[src/rtl/armleocpu_fetch_bridge.sv]
// armleocpu_fetch_bridge: answers fetch cache commands from a single-outstanding read bus with a one-entry buffer.
module armleocpu_fetch_bridge #(
  parameter int          INIT_CYCLES = 4,
  parameter logic [31:0] MEM_BASE    = 32'h0000_0000,
  parameter logic [31:0] MEM_SIZE    = 32'h0001_0000,
  parameter int          TIMEOUT     = 64
) (
  input  logic        clk,
  input  logic        rst,
  input  logic [3:0]  c_cmd,
  input  logic [31:0] c_address,
  output logic [3:0]  c_response,
  output logic [31:0] c_load_data,
  output logic        c_reset_done,
  output logic        m_req,
  output logic [31:0] m_addr,
  input  logic        m_ack,
  input  logic        m_err,
  input  logic [31:0] m_rdata
);
  localparam logic [3:0] CMD_EXECUTE = 4'd1, CMD_FLUSH_ALL = 4'd4;
  localparam logic [3:0] RESP_IDLE = 4'd0, RESP_WAIT = 4'd1, RESP_DONE = 4'd2,
                         RESP_ACCESSFAULT = 4'd3, RESP_MISSALIGNED = 4'd5;
  typedef enum logic [1:0] {S_INIT, S_READY, S_BUS} state_t;
  state_t      r_state, w_state_nxt;
  logic [7:0]  r_init_cnt, w_init_nxt;
  logic [15:0] r_tmo_cnt, w_tmo_nxt;
  logic [3:0]  r_resp, w_resp_nxt;
  logic [31:0] r_data, w_data_nxt, r_addr, w_addr_nxt, r_buf_addr, w_buf_addr_nxt, r_buf_data, w_buf_data_nxt;
  logic        r_done, w_done_nxt, r_req, w_req_nxt, r_buf_valid, w_buf_valid_nxt;
  logic        w_in_range, w_hit, w_fault;
  // 33-bit window check so MEM_BASE+MEM_SIZE may reach 2^32
  assign w_in_range = ({1'b0, c_address} >= {1'b0, MEM_BASE}) &&
                      ({1'b0, c_address} < ({1'b0, MEM_BASE} + {1'b0, MEM_SIZE}));
  assign w_hit      = r_buf_valid && (r_buf_addr == c_address);
  assign w_fault    = m_err || (!m_ack && r_tmo_cnt == 16'(TIMEOUT - 1));
  always_comb begin
    w_state_nxt     = r_state;
    w_init_nxt      = r_init_cnt;
    w_tmo_nxt       = r_tmo_cnt;
    w_resp_nxt      = r_resp;
    w_data_nxt      = r_data;
    w_done_nxt      = r_done;
    w_req_nxt       = r_req;
    w_addr_nxt      = r_addr;
    w_buf_valid_nxt = r_buf_valid;
    w_buf_addr_nxt  = r_buf_addr;
    w_buf_data_nxt  = r_buf_data;
    case (r_state)
      S_INIT: begin
        if (r_init_cnt == 8'(INIT_CYCLES - 1)) begin
          w_state_nxt = S_READY;
          w_done_nxt  = 1'b1;
        end else
          w_init_nxt = r_init_cnt + 8'd1;
      end
      S_READY: begin
        w_resp_nxt = RESP_IDLE;
        if (c_cmd == CMD_FLUSH_ALL) begin
          w_buf_valid_nxt = 1'b0;
          w_resp_nxt      = RESP_DONE;
        end else if (c_cmd == CMD_EXECUTE) begin
          if (c_address[1:0] != 2'b00)
            w_resp_nxt = RESP_MISSALIGNED;
          else if (!w_in_range)
            w_resp_nxt = RESP_ACCESSFAULT;
          else if (w_hit) begin
            w_resp_nxt = RESP_DONE;
            w_data_nxt = r_buf_data;
          end else begin
            w_resp_nxt  = RESP_WAIT;
            w_req_nxt   = 1'b1;
            w_addr_nxt  = c_address;
            w_tmo_nxt   = 16'd0;
            w_state_nxt = S_BUS;
          end
        end
      end
      S_BUS: begin
        if (w_fault) begin
          w_resp_nxt  = RESP_ACCESSFAULT;
          w_req_nxt   = 1'b0;
          w_state_nxt = S_READY;
        end else if (m_ack) begin
          w_resp_nxt      = RESP_DONE;
          w_data_nxt      = m_rdata;
          w_buf_valid_nxt = 1'b1;
          w_buf_addr_nxt  = r_addr;
          w_buf_data_nxt  = m_rdata;
          w_req_nxt       = 1'b0;
          w_state_nxt     = S_READY;
        end else
          w_tmo_nxt = r_tmo_cnt + {15'd0, r_tmo_cnt != 16'hFFFF};
      end
      default: w_state_nxt = S_INIT;
    endcase
  end
  always_ff @(posedge clk) begin
    if (rst) begin
      r_state     <= S_INIT;
      r_init_cnt  <= 8'd0;
      r_tmo_cnt   <= 16'd0;
      r_resp      <= RESP_IDLE;
      r_data      <= 32'd0;
      r_done      <= 1'b0;
      r_req       <= 1'b0;
      r_addr      <= 32'd0;
      r_buf_valid <= 1'b0;
      r_buf_addr  <= 32'd0;
      r_buf_data  <= 32'd0;
    end else begin
      r_state     <= w_state_nxt;
      r_init_cnt  <= w_init_nxt;
      r_tmo_cnt   <= w_tmo_nxt;
      r_resp      <= w_resp_nxt;
      r_data      <= w_data_nxt;
      r_done      <= w_done_nxt;
      r_req       <= w_req_nxt;
      r_addr      <= w_addr_nxt;
      r_buf_valid <= w_buf_valid_nxt;
      r_buf_addr  <= w_buf_addr_nxt;
      r_buf_data  <= w_buf_data_nxt;
    end
  end
  assign c_response   = r_resp;
  assign c_load_data  = r_data;
  assign c_reset_done = r_done;
  assign m_req        = r_req;
  assign m_addr       = r_addr;
endmodule

[config.mk]
export PLATFORM = sky130hd
export DESIGN_NAME = armleocpu_fetch_bridge
export DESIGN_NICKNAME = d
export VERILOG_FILES = /design/src/rtl/armleocpu_fetch_bridge.sv
export SDC_FILE = /design/constraint.sdc
export NUM_CORES = 1
export LEC_CHECK = 0
export ABC_AREA = 1
export ABC_CLOCK_PERIOD_IN_PS = 2500
export BUFFER_PORTS_ARGS = -buffer_cell sky130_fd_sc_hd__buf_2
export CAP_MARGIN = 10
export CELL_PAD_IN_SITES_DETAIL_PLACEMENT = 1
export CELL_PAD_IN_SITES_GLOBAL_PLACEMENT = 1
export CORE_MARGIN = 2
export CORE_UTILIZATION = 39
export CTS_CLUSTER_SIZE = 25
export DETAILED_ROUTE_END_ITERATION = 10
export GPL_ROUTABILITY_DRIVEN = 0
export PLACE_DENSITY = 0.89
export REMOVE_ABC_BUFFERS = 1
export SYNTH_ARGS = -nofsm -noshare
export SYNTH_HDL_FRONTEND = slang
export SYNTH_SLANG_ARGS = --single-unit
[constraint.sdc]
create_clock -name clk -period 2.5 [get_ports clk]
set_input_delay 0.125 -clock clk [delete_from_list [all_inputs] [get_ports clk]]
set_output_delay 0.125 -clock clk [all_outputs]
set_load 0.02 [all_outputs]
==> key figures <==
Outcome
  – Status: finished, final reports clean

Critical path
  – RR Startpoint: r_tmo_cnt[5]
  – Setup crit start kind: register
  – CP Max Fanout: 5
  – Worst Path Arrival: 2.56 ns
  – R2R setup slack: 0.24 ns
  – Worst r2r path cells: 12
  – Worst R2R End: r_tmo_cnt[12]
  – CP Class: reg -> reg
  – Crit. Startpoint: r_tmo_cnt[5]
  – Worst setup EP type: register
  – Crit path required time: ~2.8 ns

Synth
  – YS warnings: 0
  – Flops & latches, synth: 160
  – Cell count after synthesis: ~1.2k
  – Mean Syn Cell Area: 6.46 um2
  – Cell variety after synth: 31
  – Register area share after synthesis: 40.6%
  – Post-synthesis cell area: 7900 um2

Clocking
  – H-tree Lvls: 4
  – Post-cts sizing count: 0
  – TritonCTS Sinks: 160
  – CTS root buffer: clkbuf_16
  – Clock buffer depth: 2
  – Clk pin slew, worst setup/hold paths: around 0.070 ns
  – Worst-Skew Late Latency: ~0.44 ns
  – Cts bufs inserted: 17
  – CTS tree: built

STA
  – Final setup viols: 0
  – Final slew viol count: 0
  – F_max: 0.442 GHz
  – Post-route clock period utilization: 90.4%
  – Minimum clock period: about 2.3 ns
  – RSZ-0062 raised after global routing: no
  – Final worst slack: 0.240 ns
  – Final hold violation count: 0
  – Clk_skew: 0.0138 ns
  – Worst-Margin Slew: 0.741 ns
  – Normalized max-slew margin: 50.6%

Final layout
  – Layout Area Growth over Synthesis: 23.3%
  – NumNets Final: 1448
  – Final cell count without fillers: 1658
  – Fill cells: 2684
  – Share of post-route cells with drive strength above 1: between 10 and 15%
  – Area of the multi-input gates: approximately 3700 um2
  – FF/Latch Area: 3200 um2
  – Final Util: 48.6%

Worst hold path
  – Worst min path class: in -> reg
  – HP Start: c_cmd[3]
  – Hold path cells: 4
  – WHS Endpoint: c_response[2]

Power and ir drop
  – Max IR drop VDD: 0.437 mV
  – Pleak: 4.67 nW
  – Pwr dens: 671 nW/um2

Place
  – Placed Cells: 1591
  – Dpl hpwl: between 15000 and 20000 um
  – Port Buf Inserts: between 100 and 150
  – Pre-CTS setup slack: 0.291 ns

Floorplan
  – Num rows: 52
  – Die Span X: 146 um
  – Core footprint: 20000 um2
  – Die Y-Extent: 146 um
  – Die area: 21400 um2
  – # IOs: approximately 140
  – Starting Density: about two fifths

Global routing
  – Global-route wire length before repair: 41200 um
  – GRT Resource Usage Total: 23.4%
  – Initial antenna violation count: 1
  – Global route overflow: 0
  – Largest net degree at the start of global routing: 85
  – Number of global-route vias before repair: 8544

Detailed routing
  – Vias: a little over 8k
  – Average wire per standard cell: 14.8 um
  – Via density: 4.94
  – DRC Markers: 0
  – Detailed Routing Iterations Pass 1: 5
  – Post-DRT Antenna Nets: 0
  – Final wirelength: 24500 um
  – Initial DRC Count: approximately 430

Run
  – Max-cap violations: 0
worst max-delay path: stages, from the launching register on:
cell and delay [ns]:
dfxtp_1 0.41, nand2_1 0.18, nor4_1 0.29, nand3_1 0.13, ha_1 0.22, ha_1 0.21, nand2_1 0.12, nor2_1 0.08
nand3_1 0.11, xor2_1 0.15, nor2_1 0.05, nand4_1 0.12, a21oi_1 0.06
stage by stage:
step	hold slack, ns	TNS [ns]	total power [mW]	area, um2
global placement	0.371	0	3.79	8810
CTS	0.0417	0	6.58	9730
floorplan	0.194	-20.09	3.45	7590
global route	0.0918	0	6.86	9740
detailed placement	0.384	0	3.84	8810
finish	0.0681	0	6.54	9740
layer usage:
metal	routed length (um)	GRT usage, %
met5	0	0
met4	476	8.20
met3	1020	4.06
met2	12200	41.9
met1	10800	28.3
final cells by class:
| class | count | area share, % |
|---|---|---|
| clock inverters | 14 | 1.59 |
| well taps | 270 | 3.47 |
| repair buffers | 188 | 12.4 |
| clock buffers | 18 | 4.51 |
| multi-input cells | 830 | 38.3 |
| diodes | 2 | 0.0514 |
| flip-flops and latches | 160 | 32.9 |
| inverters | 176 | 6.80 |
registers in the layout, summed over array words and instances, names as in the netlist:
register / flops
m_addr: 32
c_load_data: 32
r_buf_addr: 32
m_req: 1
r_buf_valid: 1
c_reset_done: 1
r_buf_data: 32
c_response: 3
r_state: 2
r_tmo_cnt: 16
r_init_cnt: 8
cell usage in the layout, fill, tap and decap left out, types with 4 or more instances in the layout:
cell type	instances
a21oi_1	90
and2_1	13
buf_12	5
buf_2	140
buf_4	10
clkbuf_16	17
clkinv_2	4
dfxtp_1	160
dlygate4sd3_1	33
inv_1	170
inv_2	5
nand2_1	319
nand3_1	37
nand4_1	23
nor2_1	180
nor2_4	6
nor3_1	11
o21ai_0	93
o21ai_1	25
xor2_1	11
logic make-up (layout without fill, tap and decap cells):
logic type / count (synthesis) / after routing / share of synthesized area, %
other: 1 / 3 / 0.0475
xor gates and xnor gates: 12 / 12 / 1.33
DFF: 160 / 160 / 40.6
adders and majority gates: 3 / 3 / 0.475
AOI/OAI and AO/OA: 209 / 209 / 13.3
buffers and inverters: 233 / 396 / 12.2
and+or+nand+nor: 605 / 605 / 32.1
what timing repair did:
item,4_1_cts,5_1_grt
setup buffers,0,0
hold buffers,33,0
endpoints found under the hold margin,33,0
power by group:
group          total (mW)  internal [mW]  switching, mW
clock                2.68           1.52           1.16
sequential           2.77           2.68         0.0923
combinational        1.09          0.358          0.730
how the worst max path moves through the flow:
stage	end	slack [ns]	cells after the start
floorplan	r_buf_data[0]	-0.65	8
global placement	r_tmo_cnt[12]	0.34	12
detailed placement	r_tmo_cnt[12]	0.29	12
CTS	r_tmo_cnt[12]	0.26	12
global route	r_tmo_cnt[12]	0.05	12
finish	r_tmo_cnt[12]	0.24	12
Yosys cell counts (all sizes together):
master,count,share of area [%]
inv,176,8.4
ha,3,0.48
nand3,39,2.6
clkbuf,28,1.3
and2,13,1.0
a21oi,90,5.7
xnor2,1,0.11
nor4,3,0.24
nand4,23,1.8
conb,1,0.047
dfxtp,160,41
o21ai,118,7.5
nor3b,3,0.29
xor2,11,1.2
or2,1,0.079
nor3,11,0.70
nand2,323,16
nor2,187,9.5
a21boi,1,0.095
buf,29,2.5
nand3b,2,0.19
Power figures use the tool's default switching activity.
